===== src/rtl/cve2_alu_arb.sv =====
// cve2_alu_arb: two-requester round-robin front end for a shared ALU.
// Each granted operation is captured, issued to the ALU for one or two cycles,
// and returned as a one-cycle one-hot response strobe with a registered result.
// Optional macro CVE2_ALU_ARB_FLUSH_EN adds flush_i to abandon in-flight work.
module cve2_alu_arb #(
  parameter int unsigned OP_W = 7
) (
  input  logic            clk_i,
  input  logic            rst_ni,
`ifdef CVE2_ALU_ARB_FLUSH_EN
  input  logic            flush_i,
`endif
  input  logic            req0_valid_i,
  input  logic [OP_W-1:0] req0_op_i,
  input  logic [31:0]     req0_a_i,
  input  logic [31:0]     req0_b_i,
  input  logic            req0_two_cycle_i,
  output logic            req0_gnt_o,
  input  logic            req1_valid_i,
  input  logic [OP_W-1:0] req1_op_i,
  input  logic [31:0]     req1_a_i,
  input  logic [31:0]     req1_b_i,
  input  logic            req1_two_cycle_i,
  output logic            req1_gnt_o,
  output logic [1:0]      rsp_valid_o,
  output logic [31:0]     rsp_result_o,
  output logic            busy_o,
  output logic [OP_W-1:0] alu_operator_o,
  output logic [31:0]     alu_operand_a_o,
  output logic [31:0]     alu_operand_b_o,
  output logic            alu_instr_first_cycle_o,
  input  logic [31:0]     alu_result_i,
  input  logic [63:0]     alu_imd_val_d_i,
  input  logic [1:0]      alu_imd_val_we_i,
  output logic [63:0]     alu_imd_val_q_o
);

  typedef enum logic [1:0] {
    S_IDLE  = 2'd0,
    S_EXEC1 = 2'd1,
    S_EXEC2 = 2'd2,
    S_RESP  = 2'd3
  } state_e;

  state_e          r_state;
  state_e          w_next;
  logic [1:0]      w_gnt;
  logic            w_win;
  logic            w_flush;

  logic [OP_W-1:0] r_op;
  logic [31:0]     r_a;
  logic [31:0]     r_b;
  logic            r_two;
  logic            r_id;
  logic            r_rr_ptr;
  logic [31:0]     r_result;
  logic [63:0]     r_imd;
  logic [1:0]      r_rsp_valid;
  logic            r_busy;
  logic            r_first;

`ifdef CVE2_ALU_ARB_FLUSH_EN
  assign w_flush = flush_i;
`else
  assign w_flush = 1'b0;
`endif

  // Next-state and grant decode; grants exist only in IDLE.
  always_comb begin
    w_next = r_state;
    w_gnt  = 2'b00;
    w_win  = 1'b0;
    case (r_state)
      S_IDLE: begin
        if (!w_flush && (req0_valid_i || req1_valid_i)) begin
          // r_rr_ptr names the requester that did not win last time.
          if (req0_valid_i && req1_valid_i) begin
            w_win = r_rr_ptr;
          end else begin
            w_win = req1_valid_i;
          end
          w_gnt  = w_win ? 2'b10 : 2'b01;
          w_next = S_EXEC1;
        end
      end
      S_EXEC1: begin
        if (w_flush) begin
          w_next = S_IDLE;
        end else if (r_two) begin
          w_next = S_EXEC2;
        end else begin
          w_next = S_RESP;
        end
      end
      S_EXEC2: begin
        w_next = w_flush ? S_IDLE : S_RESP;
      end
      S_RESP: begin
        w_next = S_IDLE;
      end
      default: begin
        w_next = S_IDLE;
      end
    endcase
  end

  // State register.
  always_ff @(posedge clk_i or negedge rst_ni) begin
    if (!rst_ni) begin
      r_state <= S_IDLE;
    end else begin
      r_state <= w_next;
    end
  end

  // Operation capture, intermediate storage, result and status registers.
  always_ff @(posedge clk_i or negedge rst_ni) begin
    if (!rst_ni) begin
      r_op        <= '0;
      r_a         <= '0;
      r_b         <= '0;
      r_two       <= 1'b0;
      r_id        <= 1'b0;
      r_rr_ptr    <= 1'b0;
      r_result    <= '0;
      r_imd       <= '0;
      r_rsp_valid <= 2'b00;
      r_busy      <= 1'b0;
      r_first     <= 1'b0;
    end else begin
      if (w_gnt != 2'b00) begin
        r_op     <= w_win ? req1_op_i : req0_op_i;
        r_a      <= w_win ? req1_a_i : req0_a_i;
        r_b      <= w_win ? req1_b_i : req0_b_i;
        r_two    <= w_win ? req1_two_cycle_i : req0_two_cycle_i;
        r_id     <= w_win;
        r_rr_ptr <= ~w_win;
        r_imd    <= '0;
      end
      if (w_flush && (r_state != S_IDLE)) begin
        r_imd <= '0;
      end else if (r_state == S_EXEC1) begin
        if (r_two) begin
          if (alu_imd_val_we_i[0]) r_imd[31:0]  <= alu_imd_val_d_i[31:0];
          if (alu_imd_val_we_i[1]) r_imd[63:32] <= alu_imd_val_d_i[63:32];
        end else begin
          r_result <= alu_result_i;
        end
      end else if (r_state == S_EXEC2) begin
        r_result <= alu_result_i;
      end
      r_rsp_valid <= (w_next == S_RESP) ? (r_id ? 2'b10 : 2'b01) : 2'b00;
      r_busy      <= (w_next != S_IDLE);
      r_first     <= (w_next == S_EXEC1);
    end
  end

  assign req0_gnt_o              = w_gnt[0];
  assign req1_gnt_o              = w_gnt[1];
  assign rsp_valid_o             = r_rsp_valid;
  assign rsp_result_o            = r_result;
  assign busy_o                  = r_busy;
  assign alu_operator_o          = r_op;
  assign alu_operand_a_o         = r_a;
  assign alu_operand_b_o         = r_b;
  assign alu_instr_first_cycle_o = r_first;
  assign alu_imd_val_q_o         = r_imd;

endmodule


===== config.mk =====
export PLATFORM = sky130hd
export DESIGN_NAME = cve2_alu_arb
export DESIGN_NICKNAME = d
export VERILOG_FILES = /design/src/rtl/cve2_alu_arb.sv
export SDC_FILE = /design/constraint.sdc
export NUM_CORES = 1
export LEC_CHECK = 0
export ABC_AREA = 1
export CELL_PAD_IN_SITES_DETAIL_PLACEMENT = 0
export CELL_PAD_IN_SITES_GLOBAL_PLACEMENT = 2
export CORE_MARGIN = 5
export CORE_UTILIZATION = 21
export CTS_BUF_LIST = sky130_fd_sc_hd__clkbuf_16
export CTS_CLUSTER_DIAMETER = 30
export CTS_CLUSTER_SIZE = 28
export DETAILED_ROUTE_END_ITERATION = 8
export PLACE_DENSITY = 0.79
export SLEW_MARGIN = 15
export SYNTH_ARGS = -nofsm -noshare
export SYNTH_HDL_FRONTEND = slang
export SYNTH_SLANG_ARGS = --single-unit

===== constraint.sdc =====
create_clock -name clk_i -period 1.6 [get_ports clk_i]
set_input_delay 0.32 -clock clk_i [delete_from_list [all_inputs] [get_ports clk_i]]
set_output_delay 0.32 -clock clk_i [all_outputs]
set_load 0.01 [all_outputs]

=== After elaboration in Yosys (flattened, before gate mapping) ===
Cells that the tools add are included.

* Reductions and logical operators: 7
* Equality and inequality tests: 6
* Bitwise operators: 1
* Muxes and demuxes: 25

{| class="wikitable"
|+ Operators with widths
! cell !! count
|-
| 2-to-1 mux 32 bit || 7
|-
| 2-to-1 mux 64 bit || 3
|-
| 2-to-1 mux 2 bit || 6
|-
| case mux 2 bit (4 select lines) || 1
|-
| 2-to-1 mux 1 bit || 7
|-
| 2-to-1 mux 7 bit || 1
|-
| equality test 2 bit, second input constant || 3
|-
| nonzero test 2 bit || 3
|-
| equality test 2 x 1 -> 1 bit, second input constant || 2
|-
| zero test 2 bit || 1
|-
| != test 2 bit, second input constant || 1
|-
| AND reduction 2 bit || 1
|-
| logical AND 1 bit || 1
|-
| logical OR 1 bit || 1
|-
| NOT 1 bit || 1
|}

* Input bits: 246
* Output and inout port bits: 173
* Register bits after elaboration: 176

=== Longest topological paths before layout ===
* Depth after elaboration: 12
* Gate-level depth with buffers: 7
* Mapped depth without buffers: 7

=== Least setup slack after synthesis ===
Ideal clock, no wire load.

* Kind: flip-flop to output port
* Start point: reg r_state[0]
* End point: out req0_gnt_o
* Required time: 1.280 ns
* Arrival: 1.269 ns
* Slack: 0.011 ns
* Cell stages (with the launch flop): 7
* Cells stage by stage: dfrtp_1 inv_1 ha_1 buf_2 clkbuf_1 nand2_1 inv_1

* Longest elaborated chain between the ends: 2

{| class="wikitable"
|+ RTL lines
! what !! line !! source
|-
| start, declared || 45 || <nowiki>state_e r_state;</nowiki>
|-
| start signal, assigned || 113 || <nowiki>r_state <= w_next;</nowiki>
|-
| zero test 2 bit || 74 || <nowiki>case (r_state)</nowiki>
|-
| 2-to-1 mux 2 bit || 74 ||
|-
| end, declared || 18 || <nowiki>output logic req0_gnt_o,</nowiki>
|}

Every way passes these cells.

=== Worst setup path in the final report ===
* Start point: reg r_state[0]
* End point: out req1_gnt_o

* Longest elaborated chain between the ends: 2

{| class="wikitable"
|+ RTL lines
! what !! line !! source
|-
| zero test 2 bit || 74 ||
|-
| 2-to-1 mux 2 bit || 74 ||
|-
| end, declared || 24 || <nowiki>output logic req1_gnt_o,</nowiki>
|}

Every way passes these cells.

==> impl_metrics.tcl <==
set metrics [dict create \
    cpPeakStageDelay_ns 0.38 \
    synthSimpleGateAreaFrac_pct 27.80 \
    irDropWorstVdd_v 0.0007949 \
    yosys-top-cells-count "nand2_1, dfrtp_1, nand3_1" \
    synth_compound_area_share_pct 6.835 \
    synth_top_area_cell "dfrtp_1" \
    grt_antenna_before_repair 2 \
    clkLatencyLatePin_ns 0.44 \
    pin_count 419 \
    violations "setup timing" \
    critPathRequiredTime_ns 1.28 \
    fmax_mhz 587.3 \
    gr-total-overflow 0 \
    design.die.area_sq_mm 0.04017 \
    synth.top_cells.by_area "dfrtp_1, nand2_1, nand3_1, nand4_1, o21ai_0" \
    clk_path_buf_depth 2 \
    grt_pass1_vias 7981 \
    cp-end-kind "output port" \
    cts_inserted_buffers 17 \
    dieWidth_microns 200.4 \
    power_mw 23.20 \
    syn2layout_area_growth_pct 72.74 \
    combinationalPowerShare_pct 47.8 \
    worst_slew_pin_slew_ns 0.6596 \
    htree_levels 4 \
    fin_area_sq_mm 0.01315 \
    row_count 69 \
    wl_per_cell_microns 18.17 \
    fin_ws_ns -0.1028 \
    pwr_density_cell_mw_per_mm2 1764 \
    cts-root-buf "clkbuf_16" \
    netlist_area_sq_mm 0.007615 \
    slowest_stage "dfrtp_1" \
    cp_cell_sequence "inv_2 > ha_4 > nand3_2 > inv_1 > buf_4" \
    crit_fanout 4 \
    max_slew_margin_pct 56.03 \
    place_area_sq_mm 0.01254 \
    post-route-util_pct 36.89 \
    hold_ws_ns 0.3670 \
    drc 0 \
    grt_pass1_wl_microns 48740 \
    drt_iter0_markers 264 \
    synth_top_family_by_area "simple AND/OR/NAND/NOR gates" \
    yosys.cell_types.count 18 \
    ys_seq_area_share_pct 57.84 \
    setup_viol 2 \
    run_status "complete, but fails checks" \
    slew_violations 0 \
    critPathLaunchType "register" \
    skew_ns 0.01287 \
    viasPerCell 4.390 \
    gp_congestion 0.7629 \
    syn_nets 1114 \
    p_sw_mw 9.084 \
    fp.dieH_microns 200.4 \
    cts.sinks 176 \
    leakage_nw 6.199 \
    ys_async_sr_fraction_pct 100.0 \
    synthXorXnorAreaFrac_pct 0 \
    cp_top_family "flip-flops" \
    num_vias 7696 \
    ant_nets 0 \
    rsz0062_at_grt "true" \
    crit_buf_inv 3 \
    port_buffers 418 \
    fin_crit_ns 1.703 \
    core_area_sq_mm 0.03566 \
    hpwlAfterDp_microns 22450 \
    cts_tree "yes" \
    drt-pass1-iter-count 6 \
    grt_max_degree 89 \
    hold_viol 0 \
    sw_frac_of_total_pct 39.16 \
    nets 1529 \
    arrival_ns 1.38 \
    maxCapViolCount 0 \
    synth_top_area_share_pct 57.84 \
    yosysWarnings 0 \
    clockPowerShare_pct 19.0 \
    yosysMostFrequentCell "nand2_1" \
    syn_inst 864 \
    synth_area_per_cell_sq_um 8.813 \
    post-route-period-util_pct 106.4 \
    synth_flop_cell "dfrtp_1" \
    synth_adder_area_share_pct 0.6572 \
    seq_power_share_pct 33.1 \
    post-place-ws_ns -0.5613 \
    p_int_mw 14.11 \
    path_class "reg -> out" \
    wl_microns 31860 \
    synth.area.mux_share_pct 0 \
    synth.ff_latch_count 176 \
    synth_edf_count 0 \
    clkTransAtPathRegs_ns 0.07 \
    hp-class "in -> async" \
    antenna_cells 0 \
    initial_core_util_pct 21.36 \
    grt.total_usage_pct 15.15 \
    drive_gt1_share_pct 7.663 \
]
[registers in the layout (all words and copies together) (netlist names), 2 cells and up]
register and flops:
alu_imd_val_q_o 64, alu_operand_a_o 32, alu_operand_b_o 32, alu_operator_o 7, r_state 2, rsp_result_o 32
rsp_valid_o 2
[stage by stage]
step                setup TNS (ns)  cells
CTS                        -0.3091   1747
global placement            -35.68   1711
detailed placement          -38.10   1711
finish                     -0.2012   1753
floorplan                        0    864
global route               -0.4799   1753
[per-layer routing]
metal  global-route usage, %  routed length [microns]  up-vias
met5                       0                       34        -
met4                   4.130                      722        4
met3                   6.187                     2512       33
met2                   24.44                    15000      282
met1                   18.84                    13580     3632
li1                        -                        -     3745
[power groups by stage]
stage               Sequential [mW]  Combinational, mW  Clock [mW]
detailed placement             7.82               12.1           0
floorplan                      8.71               4.00           0
global route                   7.97               12.2        4.76
finish                         7.69               11.1        4.42
global placement               7.78               12.0           0
CTS                            7.71               10.9        4.59
[repair_timing]
item / CTS / global route
cloned: 0 / 4
setup endpoints to repair: 236 / 101
resized for setup: 192 / 15
pin swaps: 2 / 2
hold endpoints to repair: 26 / 0
buffers inserted: 3 / 3
hold buffers: 1 / 0
[cells by family (layout without fill, tap and decap cells)]
group / after synthesis / count (layout)
adders and majority gates: 4 / 4
AOI/OAI and AO/OA: 101 / 101
DFF: 176 / 176
and+or+nand+nor: 465 / 465
buffers and inverters: 118 / 546
[final cells by class]
| type | instances | area [sq um] |
|---|---|---|
| inverter | 47 | 176.4 |
| clock inverter | 15 | 181.4 |
| tap | 461 | 576.8 |
| multi-input combinational | 570 | 2768 |
| sequential | 176 | 4404 |
| timing repair buffer | 467 | 4622 |
| fill | 3697 | 22500 |
| clock buffer | 17 | 425.4 |
[layout by cell type, fill, tap and decap left out, drive strengths merged, types with 22 or more instances in the layout]
cell           count
nand3            147
nand2            239
buf               47
dfrtp            176
inv               52
clkdlybuf4s50    243
o21ai            100
dlygate4sd2      171
nand4             72
clkbuf            22
[path summary, 6_finish.rpt]
path | cells after the start | to | from | slack [ns]
setup / recovery | 5 | req1_gnt_o | r_state[0] | -0.10
hold / removal | 2 | alu_imd_val_q_o[42] | rst_ni | 0.37
hold reg to reg | 1 | rsp_valid_o[0] | r_id | 0.42
max in group asynchronous | 3 | alu_imd_val_q_o[6] | rst_ni | 0.66
setup reg to reg | 10 | rsp_result_o[17] | r_state[1] | 0.06
min in group clk_i | 4 | r_id | req1_valid_i | 0.38
[worst reg2reg max path, cell delays in order (launching register included)]
cell,delay [ns]
dfrtp_1,0.36
inv_2,0.06
buf_4,0.14
ha_4,0.15
buf_4,0.15
nand2_4,0.07
o21ai_4,0.06
buf_12,0.14
clkbuf_16,0.17
nand2_1,0.05
o21ai_0,0.07
No activity file was read; power rests on OpenSTA's default activity.
